==> config.mk <==
export PLATFORM = sky130hd
export DESIGN_NAME = lcd_driver
export DESIGN_NICKNAME = d
export VERILOG_FILES = /design/src/rtl/lcd_driver.sv
export SDC_FILE = /design/constraint.sdc
export NUM_CORES = 1
export LEC_CHECK = 0
export BUFFER_PORTS_ARGS = -buffer_cell sky130_fd_sc_hd__buf_2
export CAP_MARGIN = 20
export CELL_PAD_IN_SITES_DETAIL_PLACEMENT = 1
export CELL_PAD_IN_SITES_GLOBAL_PLACEMENT = 1
export CORE_ASPECT_RATIO = 2
export CORE_UTILIZATION = 38
export DETAILED_ROUTE_END_ITERATION = 10
export PLACE_DENSITY = 0.8
export REMOVE_ABC_BUFFERS = 1
export SYNTH_ARGS = -nofsm -noshare
export SYNTH_HDL_FRONTEND = slang
export SYNTH_SLANG_ARGS = --single-unit
==> constraint.sdc <==
create_clock -name clk_i -period 2 [get_ports clk_i]
set_input_delay 0.4 -clock clk_i [delete_from_list [all_inputs] [get_ports clk_i]]
set_output_delay 0.4 -clock clk_i [all_outputs]
set_load 0.005 [all_outputs]
==> src/rtl/lcd_driver.sv <==
// Character-LCD bus driver: turns core register writes into timed RS/RW/DATA/EN bus
// cycles, with a one-entry pending slot, a sticky overrun flag and per-command wait.

module lcd_driver #(
  parameter int T_SETUP     = 2,
  parameter int T_EN        = 12,
  parameter int T_HOLD      = 2,
  parameter int T_EXEC      = 2000,
  parameter int T_EXEC_LONG = 82000
) (
  input  logic        clk_i,
  input  logic        rst_ni,
  input  logic [31:0] lcd_word_i,
  output logic        lcd_on_o,
  output logic        lcd_en_o,
  output logic        lcd_rs_o,
  output logic        lcd_rw_o,
  output logic [7:0]  lcd_data_o,
  output logic [31:0] status_o
);

  typedef enum logic [2:0] {
    ST_IDLE   = 3'd0,
    ST_SETUP  = 3'd1,
    ST_ENABLE = 3'd2,
    ST_HOLD   = 3'd3,
    ST_EXEC   = 3'd4
  } state_t;

  // A zero duration still occupies its state for one cycle.
  localparam logic [31:0] D_SETUP = (T_SETUP     < 1) ? 32'd1 : 32'(T_SETUP);
  localparam logic [31:0] D_EN    = (T_EN        < 1) ? 32'd1 : 32'(T_EN);
  localparam logic [31:0] D_HOLD  = (T_HOLD      < 1) ? 32'd1 : 32'(T_HOLD);
  localparam logic [31:0] D_EXEC  = (T_EXEC      < 1) ? 32'd1 : 32'(T_EXEC);
  localparam logic [31:0] D_LONG  = (T_EXEC_LONG < 1) ? 32'd1 : 32'(T_EXEC_LONG);

  // Clear display / return home need the long execution wait.
  function automatic logic is_long_cmd(input logic rs, input logic rw, input logic [7:0] data);
    logic long_s;
    long_s = 1'b0;
    if (!rs && !rw) begin
      case (data)
        8'h01, 8'h02, 8'h03: long_s = 1'b1;
        default:             long_s = 1'b0;
      endcase
    end else begin
      long_s = 1'b0;
    end
    return long_s;
  endfunction

  state_t      state_r, state_nx_s;
  logic [31:0] cnt_r, cnt_nx_s;
  logic        cur_rs_r, cur_rs_nx_s, cur_rw_r, cur_rw_nx_s;
  logic [7:0]  cur_data_r, cur_data_nx_s;
  logic        pend_full_r, pend_full_nx_s, pend_rs_r, pend_rs_nx_s, pend_rw_r, pend_rw_nx_s;
  logic [7:0]  pend_data_r, pend_data_nx_s;
  logic        ovr_r, ovr_nx_s, ovr_set_s;
  logic        prev_req_r, armed_r;
  logic        on_r, en_r, rs_r, rw_r, busy_r;
  logic [7:0]  data_r;
  logic        req_s, direct_s, active_nx_s;
  logic        unused_s;

  // armed_r stays low for the first cycle after reset so a bit already high is history.
  assign req_s       = armed_r & lcd_word_i[10] & ~prev_req_r;
  assign direct_s    = req_s & (state_r == ST_IDLE) & ~pend_full_r;
  assign active_nx_s = (state_nx_s != ST_IDLE);
  assign unused_s    = ^lcd_word_i[30:12];

  assign lcd_on_o   = on_r;
  assign lcd_en_o   = en_r;
  assign lcd_rs_o   = rs_r;
  assign lcd_rw_o   = rw_r;
  assign lcd_data_o = data_r;
  assign status_o   = {29'd0, ovr_r, pend_full_r, busy_r};

  // Next-state, shared down-counter, transfer/pending slot and overrun logic.
  always_comb begin
    state_nx_s     = state_r;
    cnt_nx_s       = cnt_r;
    cur_rs_nx_s    = cur_rs_r;
    cur_rw_nx_s    = cur_rw_r;
    cur_data_nx_s  = cur_data_r;
    pend_full_nx_s = pend_full_r;
    pend_rs_nx_s   = pend_rs_r;
    pend_rw_nx_s   = pend_rw_r;
    pend_data_nx_s = pend_data_r;
    ovr_set_s      = 1'b0;
    ovr_nx_s       = ovr_r;

    case (state_r)
      ST_IDLE: begin
        if (pend_full_r) begin
          state_nx_s     = ST_SETUP;
          cnt_nx_s       = D_SETUP;
          cur_rs_nx_s    = pend_rs_r;
          cur_rw_nx_s    = pend_rw_r;
          cur_data_nx_s  = pend_data_r;
          pend_full_nx_s = 1'b0;
        end else if (direct_s) begin
          state_nx_s    = ST_SETUP;
          cnt_nx_s      = D_SETUP;
          cur_rs_nx_s   = lcd_word_i[9];
          cur_rw_nx_s   = lcd_word_i[8];
          cur_data_nx_s = lcd_word_i[7:0];
        end else begin
          state_nx_s = ST_IDLE;
          cnt_nx_s   = 32'd0;
        end
      end
      ST_SETUP: begin
        if (cnt_r <= 32'd1) begin
          state_nx_s = ST_ENABLE;
          cnt_nx_s   = D_EN;
        end else begin
          cnt_nx_s = cnt_r - 32'd1;
        end
      end
      ST_ENABLE: begin
        if (cnt_r <= 32'd1) begin
          state_nx_s = ST_HOLD;
          cnt_nx_s   = D_HOLD;
        end else begin
          cnt_nx_s = cnt_r - 32'd1;
        end
      end
      ST_HOLD: begin
        if (cnt_r <= 32'd1) begin
          state_nx_s = ST_EXEC;
          if (is_long_cmd(cur_rs_r, cur_rw_r, cur_data_r)) begin
            cnt_nx_s = D_LONG;
          end else begin
            cnt_nx_s = D_EXEC;
          end
        end else begin
          cnt_nx_s = cnt_r - 32'd1;
        end
      end
      ST_EXEC: begin
        if (cnt_r <= 32'd1) begin
          if (pend_full_r) begin
            state_nx_s     = ST_SETUP;
            cnt_nx_s       = D_SETUP;
            cur_rs_nx_s    = pend_rs_r;
            cur_rw_nx_s    = pend_rw_r;
            cur_data_nx_s  = pend_data_r;
            pend_full_nx_s = 1'b0;
          end else begin
            state_nx_s = ST_IDLE;
            cnt_nx_s   = 32'd0;
          end
        end else begin
          cnt_nx_s = cnt_r - 32'd1;
        end
      end
      default: begin
        state_nx_s = ST_IDLE;
        cnt_nx_s   = 32'd0;
      end
    endcase

    // A request that cannot start now goes to the slot, or is dropped when the slot is full.
    if (req_s && !direct_s) begin
      if (pend_full_r) begin
        ovr_set_s = 1'b1;
      end else begin
        pend_full_nx_s = 1'b1;
        pend_rs_nx_s   = lcd_word_i[9];
        pend_rw_nx_s   = lcd_word_i[8];
        pend_data_nx_s = lcd_word_i[7:0];
      end
    end else begin
      ovr_set_s = 1'b0;
    end

    if (ovr_set_s) begin
      ovr_nx_s = 1'b1;
    end else if (lcd_word_i[11]) begin
      ovr_nx_s = 1'b0;
    end else begin
      ovr_nx_s = ovr_r;
    end
  end

  // State, slot and registered bus/status outputs; reset kills any transfer at once.
  always_ff @(posedge clk_i or negedge rst_ni) begin
    if (!rst_ni) begin
      state_r     <= ST_IDLE;
      cnt_r       <= 32'd0;
      cur_rs_r    <= 1'b0;
      cur_rw_r    <= 1'b0;
      cur_data_r  <= 8'd0;
      pend_full_r <= 1'b0;
      pend_rs_r   <= 1'b0;
      pend_rw_r   <= 1'b0;
      pend_data_r <= 8'd0;
      ovr_r       <= 1'b0;
      prev_req_r  <= 1'b0;
      armed_r     <= 1'b0;
      on_r        <= 1'b0;
      en_r        <= 1'b0;
      rs_r        <= 1'b0;
      rw_r        <= 1'b0;
      data_r      <= 8'd0;
      busy_r      <= 1'b0;
    end else begin
      state_r     <= state_nx_s;
      cnt_r       <= cnt_nx_s;
      cur_rs_r    <= cur_rs_nx_s;
      cur_rw_r    <= cur_rw_nx_s;
      cur_data_r  <= cur_data_nx_s;
      pend_full_r <= pend_full_nx_s;
      pend_rs_r   <= pend_rs_nx_s;
      pend_rw_r   <= pend_rw_nx_s;
      pend_data_r <= pend_data_nx_s;
      ovr_r       <= ovr_nx_s;
      prev_req_r  <= lcd_word_i[10];
      armed_r     <= 1'b1;
      on_r        <= lcd_word_i[31];
      en_r        <= (state_nx_s == ST_ENABLE);
      rs_r        <= active_nx_s ? cur_rs_nx_s : 1'b0;
      rw_r        <= active_nx_s ? cur_rw_nx_s : 1'b0;
      data_r      <= active_nx_s ? cur_data_nx_s : 8'd0;
      busy_r      <= active_nx_s;
    end
  end

endmodule

==> results.py, run 1 <==
metrics = {
    "pwr": {
        "p_sw_uw": 940,
        "cellPowerDensity_nw_per_um2": 668,
        "seqPwrFrac_pct": 45.1,
        "p_sw_share_pct": 25.6,
        "clock_power_share_pct": 45.6,
        "p_int_mw": 2.74,
        "p_leak_nw": 2.23,
        "peakVddDrop_uv": 817,
        "comb_power_share_pct": 9.3,
    },
    "global_routing": {
        "groute.usage.overall_pct": 26.9,
        "grt_pass1_wl_mm": 21.5,
        "grt_max_degree": 26,
        "antenna_found_initial": 0,
        "grt_pass1_vias": 4122,
        "grt_overflow": 0,
    },
    "critical_path": {
        "startpoint_type": "register",
        "worstPathCellList": "or4_4, nor4_4, and4_1, buf_12, mux2i_1, o21ai_0",
        "worstPathMaxFanout": 18,
        "crit_arrival_ns": 2.47,
        "crit_buf_inv": 1,
        "required_ns": 2.18,
        "startpoint": "cnt_r[31]$_DFF_PN0_",
        "crit_slowest_cell": "or4_4",
        "critPathKind": "register to register",
        "endpoint_kind": "register",
        "cpPeakStageDelay_ns": 0.56,
        "critPathTopFamily": "simple AND/OR/NAND/NOR gates",
        "critical_path.reg2reg.startpoint": "cnt_r[31]$_DFF_PN0_",
    },
    "sta": {
        "timing.final.ws_setup_ns": -0.289,
        "timing.final.max_slew_violations": 0,
        "final.min_clock_period_ns": 2.29,
        "worst_pin_slew_ns": 0.629,
        "timing_hold_violations_final": 0,
        "fin_worst_skew_ns": 0.00782,
        "fin_setup_tns_ns": -11.88,
        "finalSetupViolations": 58,
        "clock.fmax_mhz": 437,
        "rsz0062_at_grt": "yes",
        "slew_headroom_pct": 58.1,
        "finalCritPeriodShare_pct": 114,
    },
    "clock_network": {
        "cts_made_buffers": 9,
        "cts.sinks": 72,
        "cts.htree.levels": 3,
        "cts_tree": "done",
        "clock_latency_ns": 0.34,
        "cts_buffer_depth": 2,
        "cts.clk_slew.worst_paths_ns": 0.06,
        "root_buffer": "clkbuf_16",
    },
    "synthesis": {
        "yosys.area.top_type_share_pct": 45.4,
        "synth-edff-count": 0,
        "syn_inst": 414,
        "synth.cell_area_sq_um": 3970,
        "ys.flop_type": "dfrtp_1",
        "async_reset_ff_share_pct": 100,
        "yosysMostFrequentCell": "dfrtp_1",
        "syn_avg_cell_area_sq_um": 9.59,
        "ys_ff_latch": 72,
        "synth_cell_types": 50,
        "yosysSeqAreaShare_pct": 45.4,
        "synth_area_leader_cell": "dfrtp_1",
        "ys_warn_count": 0,
        "ys_top_cells_by_count": "dfrtp_1, nor2_1, buf_4",
        "synth.area.top_cells": "dfrtp_1, buf_4, nor2_1, xnor2_1, a21oi_1",
    },
    "placed_design": {
        "io_buffers": 29,
        "gp_congestion": 0.884,
        "dp_hpwl_mm": 8.59,
        "place_area_sq_um": 4630,
        "dp_worst_setup_slack_ns": -0.361,
    },
    "detailed_routing": {
        "vias": 3719,
        "routed_wl_mm": 14.6,
        "drc": 0,
        "avgViaCountPerCell": 5.73,
        "wl_met1_mm": 4.74,
        "first_iter_violations": 150,
        "maxUsedRoutingLayer": "met4",
        "met3_length_um": 480,
        "met2WireLength_mm": 8.33,
        "antenna_left": 0,
        "drt_pass1_iterations": 4,
        "wl_per_cell_um": 22.5,
    },
    "layout": {
        "fin_area_sq_um": 5510,
        "final_core_util_pct": 54.3,
        "area_growth_pct": 38.9,
        "nets": 545,
        "drive_above_1_share_pct": 40.1,
        "antenna_cells": 0,
    },
    "die": {
        "start_util_pct": 39.1,
        "coreArea_sq_um": 10100,
        "die_w_um": 74.3,
        "dieArea_sq_um": 10900,
        "placementRows": 52,
        "die_h_um": 147,
        "io_pins": 78,
    },
    "job": {
        "cap_viol_max_count": 0,
    },
    "hold_path": {
        "min_path_type": "primary input to async pin",
    },
    "outcome": {
        "status": "finished, violations left",
        "violations": "setup timing",
    },
}
==> state kept, by name (all words and copies together), names as in the netlist, 3 cells and up <==
name / count
cnt_r: 32
cur_data_r: 8
lcd_data_o: 8
pend_data_r: 8
state_r: 3
==> stage by stage <==
| step | total power [mW] | hold WS (ns) | std cells |
|---|---|---|---|
| 5_1_grt | 3.77 | 0.132 | 649 |
| 6_report | 3.68 | 0.0747 | 649 |
| 2_1_floorplan | 1.81 | 0.104 | 386 |
| 4_1_cts | 3.61 | 0.0859 | 646 |
| 3_3_place_gp | 1.93 | 0.430 | 623 |
| 3_5_place_dp | 1.96 | 0.442 | 623 |
==> layout make-up <==
| type | instances | area (sq um) |
|---|---|---|
| Inverter | 7 | 26.3 |
| Clock inverter | 3 | 40.0 |
| Fill cell | 1146 | 4640 |
| Timing Repair Buffer | 112 | 900 |
| Clock buffer | 13 | 260 |
| Tap cell | 135 | 169 |
| Multi-Input combinational cell | 307 | 2310 |
| Sequential cell | 72 | 1800 |
==> layout by cell type, fill, tap and decap left out, types with 3 or more instances in the layout <==
| cell type | count |
|---|---|
| a21oi_1 | 16 |
| a21oi_2 | 9 |
| a311oi_2 | 3 |
| a311oi_4 | 6 |
| and2_1 | 9 |
| buf_12 | 4 |
| buf_2 | 29 |
| buf_4 | 64 |
| buf_6 | 11 |
| buf_8 | 3 |
| clkbuf_16 | 10 |
| conb_1 | 30 |
| dfrtp_1 | 72 |
| inv_1 | 7 |
| mux2_2 | 11 |
| mux2i_1 | 8 |
| nand2_1 | 24 |
| nand3_1 | 13 |
| nand3b_1 | 3 |
| nand4_1 | 5 |
| nor2_1 | 20 |
| nor2_2 | 10 |
| nor2_4 | 11 |
| nor3_1 | 10 |
| nor4_1 | 8 |
| nor4_4 | 3 |
| o2111ai_1 | 9 |
| o211ai_1 | 4 |
| o21ai_0 | 17 |
| o21ai_1 | 3 |
| or2_2 | 4 |
| or3_1 | 5 |
| or4_4 | 4 |
| xnor2_1 | 17 |
| xor2_1 | 7 |
==> power groups by stage <==
stage / clock [mW] / combinational (mW) / sequential, mW
CTS: 1.65 / 0.316 / 1.64
global route: 1.74 / 0.363 / 1.67
finish: 1.68 / 0.343 / 1.66
floorplan: 0 / 0.152 / 1.66
detailed placement: 0 / 0.294 / 1.67
global placement: 0 / 0.276 / 1.66
==> logic make-up after synthesis <==
logic type / count (synthesis) / share of synthesized area (%)
other: 2 / 0.189
flip-flops: 72 / 45.4
buffers and inverters: 63 / 9.39
AO/OA/AOI/OAI: 85 / 13.7
multiplexers: 19 / 5.14
AND/OR/NAND/NOR: 147 / 20.2
adder cells (fa/ha/maj): 2 / 0.630
XOR/XNOR: 24 / 5.30
==> worst register-to-register path, cell delays in order (launching register included) <==
cell,delay (ns)
dfrtp_1,0.38
or4_4,0.56
nor4_4,0.29
and4_1,0.31
buf_12,0.18
mux2i_1,0.23
o21ai_0,0.18
==> routing by layer <==
layer | global-route usage [%] | up-vias
met2 | 49.1 | 157
met5 | 0 | -
met3 | 3.73 | 75
met4 | 20.9 | 0
met1 | 25.1 | 1873
li1 | - | 1614
==> worst paths after layout <==
path,to,slack [ns],depth (start not counted)
worst max-delay path,state_r[0]$_DFF_PN0_,-0.29,6
worst min-delay path,pend_rw_r$_DFFE_PN0P_,0.07,1
worst max register to register,state_r[0]$_DFF_PN0_,-0.29,6
worst min register to register,pend_data_r[1]$_DFFE_PN0P_,0.52,1
max in group asynchronous,cnt_r[14]$_DFF_PN0_,1.35,2
min in group clk_i,lcd_on_o$_DFF_PN0_,0.18,1
==> timing repair <==
action,in CTS,in global routing
gates resized for setup,70,41
gates cloned,2,1
endpoints found under the setup margin,58,68
hold buffers,0,0
endpoints found under the hold margin,0,0
buffers inserted,5,3
pin swaps,21,9
Power figures use the tool's default switching activity.
==> inputs of run 2 (changes only) <==
--- a/config.mk
+++ b/config.mk
@@ -13,7 +13,8 @@
 export CORE_UTILIZATION = 38
 export DETAILED_ROUTE_END_ITERATION = 10
 export PLACE_DENSITY = 0.8
-export REMOVE_ABC_BUFFERS = 1
+export RECOVER_POWER = 25
 export SYNTH_ARGS = -nofsm -noshare
 export SYNTH_HDL_FRONTEND = slang
 export SYNTH_SLANG_ARGS = --single-unit
+export TNS_END_PERCENT = 100
==> results.py, run 2 (synthesis gave the netlist of run 1 again) <==
metrics = {
    "critical_path": {
        "critPathTopFamily": "simple AND/OR/NAND/NOR gates",
        "endpoint_kind": "register",
        "r2r_end": "lcd_rs_o$_DFF_PN0_",
        "required_ns": 2.20,
        "worstPathMaxFanout": 10,
        "r2r_slack_ns": -0.21,
        "worstPathCellList": "or4_4, nor4_4, nand4_4, buf_12, a311oi_4, a21oi_1",
        "crit_buf_inv": 1,
        "critical_path.reg2reg.startpoint": "cnt_r[31]$_DFF_PN0_",
        "cpPeakStageDelay_ns": 0.55,
        "startpoint_type": "register",
        "critPathKind": "register to register",
        "crit_arrival_ns": 2.41,
        "reg2regPathDepth": 6,
        "crit_slowest_cell": "or4_4",
    },
    "hold_path": {
        "min_path_type": "primary input to register",
        "min-delay-start": "lcd_word_i[31]",
        "whs_endpoint": "lcd_on_o$_DFF_PN0_",
        "whs_path_depth": 1,
    },
    "global_routing": {
        "antenna_found_initial": 0,
        "grt_max_degree": 25,
        "grt_overflow": 0,
        "grt_pass1_wl_mm": 19.6,
        "grt_pass1_vias": 3939,
        "groute.usage.overall_pct": 24.0,
    },
    "detailed_routing": {
        "drt_pass1_iterations": 4,
        "wl_met1_mm": 4.19,
        "first_iter_violations": 122,
        "wl_per_cell_um": 19.1,
        "avgViaCountPerCell": 5.46,
        "vias": 3534,
        "routed_wl_mm": 12.4,
        "met3_length_um": 343,
        "antenna_left": 0,
        "maxUsedRoutingLayer": "met4",
        "drc": 0,
        "met2WireLength_mm": 7.31,
    },
    "pwr": {
        "p_sw_uw": 849,
        "p_leak_nw": 2.20,
        "power_mw": 3.58,
        "comb_power_share_pct": 8.3,
        "p_int_mw": 2.73,
        "clock_power_share_pct": 45.6,
        "seqPwrFrac_pct": 46.0,
        "peakVddDrop_uv": 507,
        "cellPowerDensity_nw_per_um2": 685,
        "p_sw_share_pct": 23.7,
    },
    "job": {
        "cap_viol_max_count": 0,
    },
    "die": {
        "dieArea_sq_um": 10900,
        "io_pins": 78,
        "coreArea_sq_um": 10100,
        "start_util_pct": 39.1,
        "die_w_um": 74.3,
        "placementRows": 52,
        "die_h_um": 147,
    },
    "clock_network": {
        "cts_buffer_depth": 2,
        "clock_latency_ns": 0.34,
        "root_buffer": "clkbuf_16",
        "cts.clk_slew.worst_paths_ns": 0.05,
        "cts.sinks": 72,
        "cts_tree": "done",
        "cts_made_buffers": 9,
        "cts.htree.levels": 3,
        "cts_hold_buf": 0,
    },
    "placed_design": {
        "dp_hpwl_mm": 8.79,
        "place_area_sq_um": 4710,
        "gp_congestion": 0.827,
        "io_buffers": 29,
    },
    "sta": {
        "clock.fmax_mhz": 453,
        "rsz0062_at_grt": "yes",
        "finalSetupViolations": 57,
        "timing_hold_violations_final": 0,
        "final.min_clock_period_ns": 2.21,
        "timing.final.ws_setup_ns": -0.210,
        "slew_headroom_pct": 27.0,
        "timing.final.max_slew_violations": 0,
        "fin_worst_skew_ns": 0.00491,
        "worst_pin_slew_ns": 1.10,
        "finalCritPeriodShare_pct": 110,
    },
    "layout": {
        "area_growth_pct": 31.7,
        "drive_above_1_share_pct": 33.8,
        "final-seq-area_sq_um": 1800,
        "largest-register": "cnt_r",
        "multi_input_area_sq_um": 2120,
        "largest_reg_flops": 32,
        "antenna_cells": 0,
        "fillers": 1164,
        "layout_commonest_cell": "dfrtp_1",
        "fin_area_sq_um": 5230,
        "final_cell_mix": "dfrtp_1, buf_4, nor2_1",
        "nets": 543,
        "final_core_util_pct": 51.5,
    },
    "outcome": {
        "status": "finished, violations left",
        "violations": "setup timing",
    },
}
## run 2: changes by cell type in the layout (fill, tap and decap cells not counted), sizes merged
cell / delta
buf: -4
clkbuf: +2
## run 2: how the worst max path moves through the flow
stage / end / cells past startpoint / slack, ns / from
after floorplan: cnt_r[16]$_DFF_PN0_ / 6 / 0.003 / cnt_r[10]$_DFF_PN0_
after global placement: lcd_rs_o$_DFF_PN0_ / 7 / -0.20 / cnt_r[16]$_DFF_PN0_
after detailed placement: lcd_data_o[6]$_DFF_PN0_ / 7 / -0.29 / cnt_r[16]$_DFF_PN0_
after CTS: lcd_rs_o$_DFF_PN0_ / 6 / -0.19 / cnt_r[31]$_DFF_PN0_
after global routing: cnt_r[16]$_DFF_PN0_ / 5 / -0.26 / cnt_r[31]$_DFF_PN0_
final: lcd_rs_o$_DFF_PN0_ / 6 / -0.21 / cnt_r[31]$_DFF_PN0_
## run 2: final cells by class
class | count | share of cell area (%)
clock inverter | 3 | 0.766
clock buffer | 13 | 4.98
tap | 135 | 3.23
multi-input combinational | 307 | 40.5
inverter | 7 | 0.503
timing repair buffer | 110 | 15.5
sequential | 72 | 34.5
## run 2: repair_timing
item	4_1_cts	5_1_grt
endpoints found under the hold margin	0	0
setup endpoints to repair	57	58
pin swaps	2	3
resized for setup	12	23
cloned	0	0
setup buffers	3	4
## run 2: power by group through the flow
stage               combinational, mW  sequential [mW]  clock (mW)
floorplan                       0.242             1.64           0
global placement                0.280             1.66           0
detailed placement              0.296             1.67           0
CTS                             0.301             1.64        1.66
global route                    0.332             1.66        1.73
finish                          0.298             1.65        1.63
## run 2: metal layers
metal | global-route usage [%] | vias up
li1 | - | 1607
met1 | 23.6 | 1795
met2 | 45.2 | 94
met3 | 3.93 | 38
met4 | 12.9 | 0
met5 | 0 | -
## run 2: per-stage QoR
stage	setup TNS (ns)	setup WS, ns	cells	hold WS [ns]
detailed placement	-7.97	-0.291	624	0.391
global placement	-3.01	-0.201	624	0.385
CTS	-5.03	-0.189	643	0.0363
floorplan	0	0.00340	442	0.104
finish	-5.40	-0.210	647	0.167
global route	-10.01	-0.256	647	0.173
==> inputs of run 3 (changes only) <==
--- a/config.mk
+++ b/config.mk
@@ -5,7 +5,7 @@
 export SDC_FILE = /design/constraint.sdc
 export NUM_CORES = 1
 export LEC_CHECK = 0
-export BUFFER_PORTS_ARGS = -buffer_cell sky130_fd_sc_hd__buf_2
+export BUFFER_PORTS_ARGS = -buffer_cell sky130_fd_sc_hd__buf_4
 export CAP_MARGIN = 20
 export CELL_PAD_IN_SITES_DETAIL_PLACEMENT = 1
 export CELL_PAD_IN_SITES_GLOBAL_PLACEMENT = 1
@@ -17,4 +17,3 @@
 export SYNTH_ARGS = -nofsm -noshare
 export SYNTH_HDL_FRONTEND = slang
 export SYNTH_SLANG_ARGS = --single-unit
-export TNS_END_PERCENT = 100
==> results.py, run 3 (synthesis gave the netlist of run 1 again) <==
metrics = {
    "placed_design": {
        "place_area_sq_um": 4810,
        "dp.cells": 624,
        "io_buffers": 29,
        "dp_hpwl_mm": 8.59,
        "gp_congestion": 0.833,
    },
    "layout": {
        "final-seq-area_sq_um": 1800,
        "drive_above_1_share_pct": 38.7,
        "final_cell_mix": "buf_4, dfrtp_1, nor2_1",
        "fin_area_sq_um": 5680,
        "antenna_cells": 0,
        "area_growth_pct": 43.2,
        "largest-register": "cnt_r",
        "fillers": 1123,
        "largest_reg_flops": 32,
        "multi_input_area_sq_um": 2350,
        "nets": 548,
        "final_cells": 652,
        "layout_commonest_cell": "buf_4",
    },
    "pwr": {
        "cellPowerDensity_nw_per_um2": 686,
        "seqPwrFrac_pct": 42.4,
        "peakVddDrop_uv": 503,
        "p_sw_uw": 898,
        "clock_power_share_pct": 49.2,
        "p_int_mw": 3.00,
        "p_leak_nw": 2.33,
        "p_sw_share_pct": 23.0,
        "comb_power_share_pct": 8.4,
    },
    "detailed_routing": {
        "drt_pass1_iterations": 4,
        "routed_wl_mm": 14.3,
        "first_iter_violations": 208,
        "antenna_left": 0,
        "vias": 3655,
        "avgViaCountPerCell": 5.61,
        "drc": 0,
        "wl_per_cell_um": 22.0,
    },
    "clock_network": {
        "cts_made_buffers": 9,
        "cts_tree": "done",
        "cts.clk_slew.worst_paths_ns": 0.06,
        "cts.htree.levels": 3,
        "root_buffer": "clkbuf_16",
        "cts_buffer_depth": 2,
        "cts.sinks": 72,
        "clock_latency_ns": 0.35,
    },
    "sta": {
        "finalSetupViolations": 41,
        "finalCritPeriodShare_pct": 111,
        "slew_headroom_pct": 47.6,
        "fin_worst_skew_ns": 0.00843,
        "timing_hold_violations_final": 0,
        "final.min_clock_period_ns": 2.21,
        "rsz0062_at_grt": "yes",
        "worst_pin_slew_ns": 0.786,
        "clock.fmax_mhz": 452,
        "timing.final.ws_setup_ns": -0.211,
        "timing.final.max_slew_violations": 0,
    },
    "die": {
        "start_util_pct": 39.1,
        "io_pins": 78,
        "coreArea_sq_um": 10100,
        "die_w_um": 74.3,
        "die_h_um": 147,
        "dieArea_sq_um": 10900,
        "placementRows": 52,
    },
    "global_routing": {
        "grt_overflow": 0,
        "grt_pass1_vias": 4035,
        "grt_max_degree": 48,
        "groute.usage.overall_pct": 26.1,
        "antenna_found_initial": 0,
        "grt_pass1_wl_mm": 21.0,
    },
    "critical_path": {
        "startpoint_type": "register",
        "worstPathMaxFanout": 16,
        "crit_arrival_ns": 2.42,
        "required_ns": 2.21,
        "critPathKind": "register to register",
        "endpoint_kind": "register",
    },
    "job": {
        "cap_viol_max_count": 0,
    },
    "hold_path": {
        "min_path_type": "primary input to register",
    },
    "outcome": {
        "status": "finished, violations left",
        "violations": "setup timing",
    },
}
==> run 3: cell count changes in the layout (fill, tap and decap cells not counted), moves of 4 or more <==
cell,previous run,this run
a311oi_2,6,1
a311oi_4,3,8
buf_2,27,0
buf_4,70,97
nor2_1,39,35
nor4_1,8,2
nor4_4,4,9
==> run 3: routing by layer <==
layer	track usage [%]	part of all wire [%]	vias to the layer above
met5	0	0	-
met4	15.2	4.9	0
met3	4.07	3.6	47
met2	49.8	58	141
met1	24.7	33	1854
li1	-	-	1613
==> run 3: critical path: stages, from the launching register on <==
cell	delay (ns)
dfrtp_1	0.42
nor4_4	0.31
and4b_2	0.33
buf_4	0.15
nand4_4	0.13
buf_12	0.21
o31ai_4	0.27
buf_6	0.19
a21oi_1	0.06
==> run 3: metrics by stage <==
step	setup slack, ns	utilization [%]	total power [mW]	hold slack, ns	TNS, ns
4_1_cts	-0.176	52.6	3.90	0.167	-3.80
5_1_grt	-0.318	56.0	4.02	0.188	-8.53
3_3_place_gp	-0.162	47.4	1.95	0.337	-2.43
3_5_place_dp	-0.198	47.4	1.97	0.349	-3.91
2_1_floorplan	0.00340	-	1.88	0.104	0
6_report	-0.211	56.0	3.90	0.189	-4.88
==> run 3: worst paths after layout <==
check	depth (start not counted)	slack, ns	start	end
max	8	-0.21	cnt_r[14]$_DFF_PN0_	lcd_data_o[2]$_DFF_PN0_
min	1	0.19	lcd_word_i[31]	lcd_on_o$_DFF_PN0_
max reg2reg	8	-0.21	cnt_r[14]$_DFF_PN0_	lcd_data_o[2]$_DFF_PN0_
min reg2reg	1	0.51	pend_data_r[3]$_DFFE_PN0P_	pend_data_r[3]$_DFFE_PN0P_
max in group asynchronous	3	0.60	rst_ni	state_r[2]$_DFF_PN0_
min in group asynchronous	2	0.67	rst_ni	cnt_r[15]$_DFF_PN0_
==> run 3: power groups by stage <==
stage / clock, mW / combinational [mW] / sequential (mW)
after global placement: 0 / 0.290 / 1.66
after CTS: 1.95 / 0.313 / 1.64
final: 1.92 / 0.327 / 1.65
after global routing: 2.00 / 0.363 / 1.66
after floorplan: 0 / 0.242 / 1.64
after detailed placement: 0 / 0.306 / 1.67
==> run 3: area by class of cell <==
type	count	area share [%]
multi-input combinational	307	41.4
sequential	72	31.7
timing repair buffer	115	17.2
clock buffer	11	4.45
tap	135	2.97
clock inverter	5	1.81
inverter	7	0.462
==> run 3: repair_timing <==
item	in CTS	in global routing
pin swaps	8	8
gates resized for setup	25	52
buffers inserted	6	3
hold endpoints to repair	9	0
hold buffers	1	0
endpoints found under the setup margin	56	58
gates cloned	1	1
